**src/rtl/buzzer_seq.sv**
```systemverilog
// Note sequencer: fetches {tone, beat} words over a req/ack port, plays each note for
// its beat count and keeps one prefetched note so note-to-note changes are gapless.
//
// state   | meaning
// IDLE    | stopped, tone muted, waiting for play
// FETCH   | current note not yet available, request outstanding or about to issue
// PLAY    | note sounding, beat counter running, next note prefetched
// DRAIN   | play dropped with a request outstanding, waiting to discard its ack
module buzzer_seq #(
    parameter int ADDR_W = 10,
    parameter int TONE_W = 12,
    parameter int BEAT_W = 4
) (
    input  logic                       clk,
    input  logic                       rst_n,
    input  logic                       play,
    input  logic                       pause,
    input  logic                       loop_en,
    input  logic [ADDR_W-1:0]          base_addr,
    input  logic                       tick,
    output logic                       mem_req,
    output logic [ADDR_W-1:0]          mem_addr,
    input  logic                       mem_ack,
    input  logic [TONE_W+BEAT_W-1:0]   mem_rdata,
    output logic [TONE_W-1:0]          tone_period,
    output logic                       tone_en,
    output logic                       busy,
    output logic                       done
);
    localparam int WORD_W = TONE_W + BEAT_W;

    typedef enum logic [1:0] {S_IDLE, S_FETCH, S_PLAY, S_DRAIN} state_t;

    state_t              state_q;
    logic [ADDR_W-1:0]   addr_q;
    logic                req_q;
    logic [WORD_W-1:0]   buf_q;
    logic                buf_vld_q;
    logic [TONE_W-1:0]   tone_q;
    logic [BEAT_W-1:0]   cnt_q;
    logic                tone_en_q;
    logic                busy_q;
    logic                done_q;

    logic                ack_hit;
    logic                note_end;
    logic [ADDR_W-1:0]   addr_inc;
    logic                ld_en_d;
    logic [WORD_W-1:0]   ld_word_d;
    logic [TONE_W-1:0]   ld_tone;
    logic [BEAT_W-1:0]   ld_beat;

    assign ack_hit  = req_q & mem_ack;
    assign note_end = tick & ~pause & (cnt_q == BEAT_W'(1));
    assign addr_inc = addr_q + ADDR_W'(1);
    assign ld_tone  = ld_word_d[WORD_W-1:BEAT_W];
    assign ld_beat  = ld_word_d[BEAT_W-1:0];

    // A new current note comes from the fetch ack, the prefetch buffer, or an ack
    // that lands on the very cycle the previous note ends.
    always_comb begin
        ld_en_d   = 1'b0;
        ld_word_d = mem_rdata;
        if (play) begin
            if (state_q == S_FETCH && ack_hit) begin
                ld_en_d = 1'b1;
            end else if (state_q == S_PLAY && note_end) begin
                if (buf_vld_q) begin
                    ld_en_d   = 1'b1;
                    ld_word_d = buf_q;
                end else if (ack_hit) begin
                    ld_en_d = 1'b1;
                end
            end
        end
    end

    always_ff @(posedge clk or negedge rst_n) begin
        if (!rst_n) begin
            state_q   <= S_IDLE;
            addr_q    <= '0;
            req_q     <= 1'b0;
            buf_q     <= '0;
            buf_vld_q <= 1'b0;
            tone_q    <= '0;
            cnt_q     <= '0;
            tone_en_q <= 1'b0;
            busy_q    <= 1'b0;
            done_q    <= 1'b0;
        end else begin
            done_q <= 1'b0;
            case (state_q)
                S_IDLE: begin
                    tone_en_q <= 1'b0;
                    buf_vld_q <= 1'b0;
                    if (play) begin
                        addr_q  <= base_addr;
                        req_q   <= 1'b1;
                        busy_q  <= 1'b1;
                        state_q <= S_FETCH;
                    end
                end
                S_FETCH, S_PLAY: begin
                    if (!play) begin
                        tone_en_q <= 1'b0;
                        buf_vld_q <= 1'b0;
                        if (req_q && !mem_ack) begin
                            state_q <= S_DRAIN;
                        end else begin
                            req_q   <= 1'b0;
                            busy_q  <= 1'b0;
                            state_q <= S_IDLE;
                        end
                    end else if (state_q == S_FETCH) begin
                        if (ack_hit) begin
                            req_q  <= 1'b0;
                            addr_q <= addr_inc;
                        end else if (!req_q) begin
                            req_q <= 1'b1;
                        end
                    end else begin
                        tone_en_q <= (tone_q != '0) && !pause;
                        if (note_end) begin
                            if (buf_vld_q) begin
                                buf_vld_q <= 1'b0;
                            end else if (ack_hit) begin
                                req_q  <= 1'b0;
                                addr_q <= addr_inc;
                            end else begin
                                state_q <= S_FETCH;
                                if (!req_q) req_q <= 1'b1;
                            end
                        end else begin
                            if (tick && !pause) cnt_q <= cnt_q - BEAT_W'(1);
                            if (ack_hit) begin
                                buf_q     <= mem_rdata;
                                buf_vld_q <= 1'b1;
                                req_q     <= 1'b0;
                                addr_q    <= addr_inc;
                            end else if (!buf_vld_q && !req_q) begin
                                req_q <= 1'b1;
                            end
                        end
                    end
                    // Loading overrides the bookkeeping above (end marker, fresh count).
                    if (ld_en_d) begin
                        if (ld_word_d == '0) begin
                            if (loop_en) begin
                                addr_q  <= base_addr;
                                state_q <= S_FETCH;
                            end else begin
                                done_q    <= 1'b1;
                                req_q     <= 1'b0;
                                busy_q    <= 1'b0;
                                tone_en_q <= 1'b0;
                                buf_vld_q <= 1'b0;
                                state_q   <= S_IDLE;
                            end
                        end else begin
                            tone_q    <= ld_tone;
                            cnt_q     <= (ld_beat == '0) ? BEAT_W'(1) : ld_beat;
                            tone_en_q <= (ld_tone != '0) && !pause;
                            state_q   <= S_PLAY;
                        end
                    end
                end
                S_DRAIN: begin
                    if (mem_ack) begin
                        req_q   <= 1'b0;
                        busy_q  <= 1'b0;
                        state_q <= S_IDLE;
                    end
                end
                default: state_q <= S_IDLE;
            endcase
        end
    end

    assign mem_req     = req_q;
    assign mem_addr    = addr_q;
    assign tone_period = tone_q;
    assign tone_en     = tone_en_q;
    assign busy        = busy_q;
    assign done        = done_q;
endmodule
```
**config.mk**
```make
export PLATFORM = sky130hd
export DESIGN_NAME = buzzer_seq
export DESIGN_NICKNAME = d
export VERILOG_FILES = /design/src/rtl/buzzer_seq.sv
export SDC_FILE = /design/constraint.sdc
export NUM_CORES = 1
export LEC_CHECK = 0
export BUFFER_PORTS_ARGS = -buffer_cell sky130_fd_sc_hd__buf_2
export CAP_MARGIN = 10
export CORE_ASPECT_RATIO = 0.5
export CORE_MARGIN = 2
export CORE_UTILIZATION = 50
export DETAILED_ROUTE_END_ITERATION = 10
export PLACE_DENSITY_LB_ADDON = 0.1
export SLEW_MARGIN = 30
export SYNTH_ARGS = -nofsm -noshare
export SYNTH_HDL_FRONTEND = slang
export SYNTH_SLANG_ARGS = --single-unit
```
**constraint.sdc**
```tcl
create_clock -name clk -period 4.95 [get_ports clk]
set_input_delay 1.485 -clock clk [delete_from_list [all_inputs] [get_ports clk]]
set_output_delay 1.485 -clock clk [all_outputs]
set_load 0.02 [all_outputs]
```
==> Yosys cells after proc, flatten, opt, wreduce, memory -nomap -nowiden <==
Cells that the tools add are included.
{ "word_totals": {"latch_bits": 0, "n_memories": 0, "regBits": 49, "inputBits": 33, "out_inout_bits": 26, "word_cells": 128, "ram_bits": 0, "romBits": 0} }
{ "classes": {"magnitude_cmp": 0, "n_addsub": 2, "shift": 0, "eq_ne": 10, "mux": 76, "multipliers": 0, "div": 0, "n_reduce_logical": 23, "n_bitwise": 7} }
{ "ops": {"columns": ["op", "n"], "rows": [
  ["10-bit 2-to-1 mux", 9],
  ["16-bit 2-to-1 mux", 4],
  ["1-bit 2-to-1 mux", 40],
  ["4-bit 2-to-1 mux", 7],
  ["12-bit nonzero test", 2],
  ["2-bit 2-to-1 mux", 10],
  ["10-bit one-hot mux with 2 select lines", 1],
  ["16-bit logical NOT", 1],
  ["4-bit != test (second input constant)", 4],
  ["10-bit by 1-bit adder with 10-bit output (second input constant)", 1],
  ["1-bit logical AND", 7],
  ["1-bit one-hot mux with 3 select lines", 2],
  ["2-bit one-hot mux with 3 select lines", 1],
  ["6-bit AND reduction", 1],
  ["5-bit AND reduction", 1],
  ["2-bit == test (second input constant)", 2],
  ["4-bit by 1-bit == test with 1-bit output (second input constant)", 1],
  ["1-bit logical NOT", 4],
  ["4-bit logical NOT", 1],
  ["2-bit != test (second input constant)", 2],
  ["1-bit inverter", 4],
  ["1-bit one-hot mux with 2 select lines", 2],
  ["2-bit AND reduction", 2],
  ["4-bit by 1-bit subtractor with 4-bit output (second input constant)", 1],
  ["6 further kinds", 8]
]} }

==> Depth between registers and ports, before layout <==
Gate-level depths: netlist of run 1.
{ "depth": {"depth_word": 12, "ltp_mapped": 10, "mapped_depth_nobuf": 8} }

==> Worst setup path after synthesis of run 1 <==
OpenSTA, ideal clock, no wires.
{ "synth_timing": {"kind": "input -> register", "start": "input mem_ack", "end": "register addr_q[4] (netlist: mem_addr[4])", "arrival_ps": 3297, "stages": 9, "setup_time_ps": 145, "path_slack_ps": 1508, "required_ps": 4805, "path_buffers": 3, "path_cell_list": "and2_1 -> clkbuf_1 -> a2111oi_4 -> mux2_4 -> o31a_1 -> buf_4 -> buf_4 -> o22ai_1 -> a2bb2oi_1"} }
{ "synth_via": {"elab_chain_len": 10, "word_cells_on_any_way": 19, "classes_between": "16 x mux; 1 x bitwise; 2 x reduce/logical"} }
{ "synth_lines": {"columns": ["element", "line_no", "source"], "rows": [
  ["start: declaration", "23", "input logic mem_ack,"],
  ["1-bit AND *", "53", "assign ack_hit = req_q & mem_ack;"],
  ["10-bit 2-to-1 mux", "115, 126, 135", null],
  ["10-bit 2-to-1 mux", "124", "if (buf_vld_q) begin"],
  ["10-bit 2-to-1 mux", "123", "if (note_end) begin"],
  ["10-bit 2-to-1 mux", "114", "end else if (state_q == S_FETCH) begin"],
  ["10-bit 2-to-1 mux", "104", "if (!play) begin"],
  ["10-bit 2-to-1 mux", "148", "if (loop_en) begin"],
  ["10-bit 2-to-1 mux", "147", "if (ld_word_d == '0) begin"],
  ["10-bit 2-to-1 mux *", "146", "if (ld_en_d) begin"],
  ["10-bit one-hot mux with 2 select lines *", "92", "case (state_q)"],
  ["end signal: assignment", "97", "addr_q <= base_addr;"],
  ["end signal: assignment", "139", "addr_q <= addr_inc;"],
  ["end signal: assignment", "149", "addr_q <= base_addr;"],
  ["end: declaration", "35", "logic [ADDR_W-1:0] addr_q;"]
]} }
Every way passes the cells marked *; elsewhere a longest branch is shown, timed or not.
A chain may end at the register's enable or synchronous reset.

==> Worst setup path after layout of run 1 <==
{ "layout_timing": {"start": "input mem_ack", "end": "register state_q[0]"} }
{ "layout_via": {"elab_chain_len": 8, "word_cells_on_any_way": 23, "classes_between": "5 x eq/ne; 12 x mux; 1 x bitwise; 5 x reduce/logical"} }
{ "layout_lines": {"columns": ["element", "line_no", "source"], "rows": [
  ["1-bit AND", "53", null],
  ["1-bit logical AND or 1-bit 2-to-1 mux (tied branches)", "65, 71", null],
  ["16-bit 2-to-1 mux or 1-bit 2-to-1 mux (tied branches)", "65, 68", null],
  ["16-bit 2-to-1 mux or 1-bit 2-to-1 mux (tied branches)", "64, 67", null],
  ["16-bit logical NOT or 1-bit 2-to-1 mux (tied branches)", "147, 65", null],
  ["2-bit 2-to-1 mux or 1-bit 2-to-1 mux (tied branches)", "147, 64", null],
  ["2-bit 2-to-1 mux or 4-bit != test (tied branches)", null, null],
  ["2-bit one-hot mux with 3 select lines or 6-bit AND reduction (tied branches)", null, null],
  ["end signal: assignment", "100", "state_q <= S_FETCH;"],
  ["end signal: assignment", "150", "state_q <= S_FETCH;"],
  ["end signal: assignment", "157", "state_q <= S_IDLE;"],
  ["end: declaration", "34", "state_t state_q;"]
]} }
Parallel ways exist; a longest one is shown, timed or not.

==> flow_metrics.tcl, run 1 <==
set metrics [dict create \
    status "finished, final reports clean" \
    cp-start-kind "primary input" \
    post-synth-top-area-cell "dfrtp_1" \
    grt_max_degree 50 \
    cts_tree "yes" \
    drive_gt1_frac 0.263 \
    place_ws_ns 0.872 \
    final_area_sq_um 3330 \
    cts_root_buf "clkbuf_16" \
    cts.repair.resized 0 \
    power.density_nw_per_um2 639 \
    synth_simple_gate_area_share 0.165 \
    antenna_found_initial 0 \
    cts_made_buffers 5 \
    yosys-top-cells-count "49 x dfrtp_1, 25 x nand2_1, 23 x mux2i_1" \
    syn_inst 286 \
    setup_ws_ns 1.11 \
    fin_crit_sh 0.775 \
    slew_viol_final 0 \
    fp.coreArea_sq_um 5520 \
    clk_pin_slew_ns 0.06 \
    grt_util_all_layers 0.237 \
    p_seq_frac 0.363 \
    yosys_warnings 0 \
    grt_pass1_vias 2389 \
    power.share.clock 0.161 \
    drt-initial-drc-count 128 \
    criticalPathCategory "in -> reg" \
    multi_input_area_sq_um 1510 \
    synth_fa_ha_area_frac 0.0393 \
    postCtsHoldBufs 0 \
    gp_congestion 0.881 \
    synth_top_area_frac 0.428 \
    die_area_sq_um 6390 \
    grt_pass1_wl_mm 11.7 \
    synthFlopType "dfrtp_1" \
    finalCoreUtilization 0.603 \
    synth-edff-count 0 \
    power_mw 2.13 \
    nNetsFinal 380 \
    ir_drop_uv 438 \
    synth_compound_area_frac 0.168 \
    synth_cell_types 50 \
    fill_cells 483 \
    wl_mm 7.00 \
    switching_power_mw 0.906 \
    post_cts.repair.setup_buffers 0 \
    yosys-top-cells-area "dfrtp_1 43%, mux2i_1 8.0%, mux2_2 7.1%" \
    viasPerCell 5.88 \
    rows 19 \
    synthesis.nets 328 \
    regArea_sq_um 1230 \
    relSlewSlack 0.416 \
    post_dp_cell_area_sq_um 3190 \
    worst_pin_slew_ns 0.875 \
    switching_share 0.426 \
    clk_latency_ns 0.30 \
    postRouteAntennaNets 0 \
    via_count 2418 \
    avgRoutedWirePerCell_um 17.0 \
    synth-xor-area-share 0 \
    synth_seq_area_share 0.428 \
    hold_violations 0 \
    setup_viol 0 \
    min_path_type "reg -> reg" \
    start_util 0.519 \
    postSynth.asyncResetShare 1.00 \
    crit_fanout 20 \
    avgSynthCellArea_sq_um 10.0 \
    synthMuxAreaShare 0.156 \
    postSynthRegisterBits 49 \
    fin_skew_ns 0.00540 \
    critPathCaptureType "register" \
    worst-endpoint-arrival_ns 4.02 \
    chipHeight_um 57.5 \
    pin_count 59 \
    cts_buffer_depth 2 \
    clock_sinks 49 \
    h-tree-depth 2 \
    cap_viol_max_count 0 \
    hpwl_mm 5.11 \
    die_x_um 111 \
    combinationalPowerShare 0.476 \
    power.internal_mw 1.22 \
    synth_most_common_cell "dfrtp_1" \
    fin_setup_tns_ns 0 \
    rsz0062_at_grt "no" \
    leakage_nw 1.48 \
    fmax_mhz 261 \
    min_period_ns 3.84 \
    syn_area_sq_um 2860 \
    synth_top_family_by_area "compound AO/OA/AOI/OAI gates" \
    grt.overflow.total 0 \
    syn2layout_area_growth_pct 16.2 \
    firstDrtPassIters 4 \
    diodes 0 \
    place.port_buffers 58 \
    crit_required_ns 5.13 \
    post-route-drc-count 0 \
]
[power groups by stage]
stage | combinational [mW] | sequential [mW] | clock (mW)
final | 1.01 | 0.772 | 0.341
after global routing | 1.11 | 0.805 | 0.371
after CTS | 1.01 | 0.772 | 0.352
after detailed placement | 1.01 | 0.780 | 0
after global placement | 0.983 | 0.767 | 0
after floorplan | 0.648 | 0.864 | 0
[metal layers]
layer  global-route usage  up-vias  wire (um)  share of wire
met1                0.317     1162       3300           0.47
li1                     -     1171          -              -
met4               0.0988        0        110          0.016
met3               0.0648       10        487          0.070
met2                0.371       75       3110           0.44
met5                    0        -          0              0
[critical path, cell delays in order]
cell       delay, ns
buf_2           0.12
and2_1          0.23
a2111oi_4       0.36
buf_4           0.35
mux2_4          0.26
o31a_1          0.71
a32oi_1         0.19
mux2_2          0.31
[path summary, 6_finish.rpt]
path,slack (ns),start,end,depth (start not counted)
max in group asynchronous,3.30,rst_n,cnt_q[2]$_DFFE_PN0N_,1
worst max-delay path,1.11,mem_ack,state_q[0]$_DFFE_PN0P_,8
worst min register to register,0.48,busy$_DFFE_PN0P_,busy$_DFFE_PN0P_,1
min in group asynchronous,1.21,rst_n,mem_addr[9]$_DFFE_PN0P_,1
worst min-delay path,0.48,busy$_DFFE_PN0P_,busy$_DFFE_PN0P_,1
worst max register to register,1.56,cnt_q[1]$_DFFE_PN0N_,state_q[0]$_DFFE_PN0P_,9
[through the flow]
step,hold slack [ns],std cells
final,0.477,411
after CTS,0.483,411
after global placement,0.455,404
after detailed placement,0.468,404
after global routing,0.516,411
after floorplan,0.498,286
[cells in the final DEF (no fill, tap or decap), types with 2 or more instances in the layout]
cell	instances
mux2i_1	23
nor2b_1	4
inv_1	13
nand2_1	25
nand3_1	4
ha_1	9
buf_4	3
a22o_1	2
a2bb2oi_1	9
dfrtp_1	49
mux2_2	18
clkbuf_16	5
o21ai_1	11
nor3_1	8
and2_1	2
a21o_1	2
o21ai_0	9
nand4_1	7
buf_2	57
o22ai_1	6
and4_1	3
o2bb2ai_1	2
o221ai_1	3
nand2b_1	3
nor4_1	14
nor2_1	11
a21oi_1	13
[layout make-up]
type,instances,area share
Clock buffer,5,0.0376
Multi-Input combinational cell,209,0.455
Sequential cell,49,0.368
Clock inverter,2,0.00489
Inverter,13,0.0147
Tap cell,73,0.0274
Timing Repair Buffer,60,0.0925
[kinds of logic after synthesis]
logic type / Yosys count
AND/OR/NAND/NOR: 89
flip-flops: 49
buffers and inverters: 28
adder cells (fa/ha/maj): 9
multiplexers: 42
AO/OA/AOI/OAI: 69
[registers in the layout (all words and copies together) (netlist names)]
| register | flops |
|---|---|
| buf_q | 16 |
| tone_period | 12 |
| mem_addr | 10 |
| cnt_q | 4 |
| state_q | 2 |
| buf_vld_q | 1 |
| busy | 1 |
| done | 1 |
| mem_req | 1 |
| tone_en | 1 |
Note: power is estimated with default switching activity, not from simulation.
==> run 2, diff against run 1 <==
clock period = 3.8 ns   (was 4.95 ns; I/O delays follow)
==> run 2 against run 1 <==
Power increased by 31%. First-iteration DRC count is 10% higher. Register-to-register slack worse by 0.79 ns. Utilization is 0.52 points higher. Clock skew is 0.0039 ns higher. Worst hold slack gained 0.031 ns. Sequential power up 31%. Clock power up 36%. Via count grew 1.2%. Critical path type unchanged. Largest power group unchanged.
==> flow_metrics.tcl, run 2 (same netlist as run 1, synthesis figures left out) <==
set metrics [dict create \
    status "finished, final reports clean" \
    grt.overflow.total 0 \
    wl_mm 6.71 \
    cts_tree "yes" \
    fin_crit_sh 0.837 \
    dpl.cell_count 406 \
    antenna_found_initial 0 \
    postCtsHoldBufs 0 \
    cts_made_buffers 5 \
    ir_drop_uv 504 \
    final_area_sq_um 3360 \
    use_met3 0.0542 \
    post-route-drc-count 0 \
    met2_usage 0.337 \
    min_path_type "reg -> reg" \
    clock_sinks 49 \
    largest-register "buf_q" \
    cts_root_buf "clkbuf_16" \
    holdWs_ns 0.508 \
    clk_pin_slew_ns 0.06 \
    place.port_buffers 58 \
    cts_buffer_depth 2 \
    grt-busiest-layer "met2" \
    power.share.clock 0.167 \
    start_util 0.519 \
    gp_congestion 0.877 \
    via_count 2447 \
    drive_gt1_frac 0.270 \
    fin_skew_ns 0.00932 \
    min_period_ns 3.18 \
    use_met1 0.316 \
    cp-start-kind "primary input" \
    hold_start "busy$_DFFE_PN0P_" \
    clk_latency_ns 0.30 \
    post_cts.repair.setup_buffers 0 \
    diodes 0 \
    relSlewSlack 0.436 \
    largest_reg_flops 16 \
    grt_util_all_layers 0.222 \
    pin_count 59 \
    combinationalPowerShare 0.471 \
    firstDrtPassIters 4 \
    grt_pass1_vias 2231 \
    critPathCaptureType "register" \
    post_dp_cell_area_sq_um 3200 \
    power_mw 2.79 \
    cap_viol_max_count 0 \
    place_ws_ns 0.326 \
    drt-initial-drc-count 141 \
    h-tree-depth 2 \
    power.internal_mw 1.61 \
    hold_depth 1 \
    fin_setup_tns_ns 0 \
    mostFrequentLayoutCells "57 x buf_2, 49 x dfrtp_1, 25 x nand2_1" \
    r2r_start "cnt_q[1]$_DFFE_PN0N_" \
    fill_cells 483 \
    grt_max_degree 50 \
    r2r_cells 8 \
    min_to "busy$_DFFE_PN0P_" \
    avgRoutedWirePerCell_um 16.2 \
    grt_pass1_wl_mm 11.1 \
    worst-endpoint-arrival_ns 3.37 \
    finalCoreUtilization 0.609 \
    leakage_nw 1.49 \
    setup_viol 0 \
    hpwl_mm 4.95 \
    mostFrequentLayoutCell "buf_2" \
    slew_viol_final 0 \
    fmax_mhz 315 \
    layout.cells.non_filler 414 \
    fp.coreArea_sq_um 5520 \
    cts.repair.resized 0 \
    viasPerCell 5.91 \
    criticalPathCategory "in -> reg" \
    power.density_nw_per_um2 832 \
    r2r-end "state_q[0]$_DFFE_PN0P_" \
    chipHeight_um 57.5 \
    p_seq_frac 0.363 \
    worst_pin_slew_ns 0.845 \
    ff2ff_setup_slack_ns 0.77 \
    hold_violations 0 \
    syn2layout_area_growth_pct 17.2 \
    die_x_um 111 \
    switching_power_mw 1.18 \
    nNetsFinal 382 \
    rows 19 \
    postRouteAntennaNets 0 \
    die_area_sq_um 6390 \
    crit_fanout 19 \
    setup_ws_ns 0.621 \
    switching_share 0.422 \
    rsz0062_at_grt "no" \
    crit_required_ns 3.99 \
]
==> run 2: changes by cell type in the layout (fill, tap and decap cells not counted) <==
cell,before,now
clkbuf_8,0,1
clkinv_4,1,0
buf_4,3,5
inv_6,0,1
==> run 2: area by class of cell <==
class	count	area [sq um]	share of cell area
inverter	13	48.8	0.0145
clock buffer	6	139	0.0414
timing repair buffer	62	323	0.0962
tap	73	91.3	0.0272
clock inverter	2	16.3	0.00485
multi-input combinational	209	1510	0.451
sequential	49	1230	0.365
==> run 2: worst max-delay path by stage <==
stage          depth (start not counted)  slack (ns)  startpoint                 endpoint
2_1_floorplan                          9        0.70     mem_ack  mem_addr[4]$_DFFE_PN0P_
3_3_place_gp                           7        0.40     mem_ack   state_q[0]$_DFFE_PN0P_
3_5_place_dp                           7        0.33     mem_ack   state_q[0]$_DFFE_PN0P_
4_1_cts                                7        0.64     mem_ack   state_q[0]$_DFFE_PN0P_
5_1_grt                                7        0.47     mem_ack   state_q[0]$_DFFE_PN0P_
6_report                               7        0.62     mem_ack   state_q[0]$_DFFE_PN0P_
==> run 2: worst max-delay path: stages <==
cell	delay [ns]
buf_2	0.12
and2_1	0.23
a2111oi_4	0.41
mux2_4	0.27
o31a_1	0.69
a32oi_1	0.19
mux2_2	0.31
==> run 2: power by group through the flow <==
| stage | combinational [mW] | clock (mW) | sequential [mW] |
|---|---|---|---|
| after floorplan | 0.844 | 0 | 1.13 |
| after global placement | 1.29 | 0 | 1.00 |
| after detailed placement | 1.31 | 0 | 1.02 |
| after CTS | 1.31 | 0.482 | 1.01 |
| after global routing | 1.45 | 0.502 | 1.05 |
| final | 1.31 | 0.465 | 1.01 |
==> run 2: per-layer routing <==
| layer | vias to the layer above | wire length (um) | share of wire |
|---|---|---|---|
| met1 | 1171 | 3280 | 0.49 |
| met4 | 0 | 92 | 0.014 |
| li1 | 1176 | - | - |
| met2 | 92 | 2890 | 0.43 |
| met3 | 8 | 441 | 0.066 |
| met5 | - | 0 | 0 |
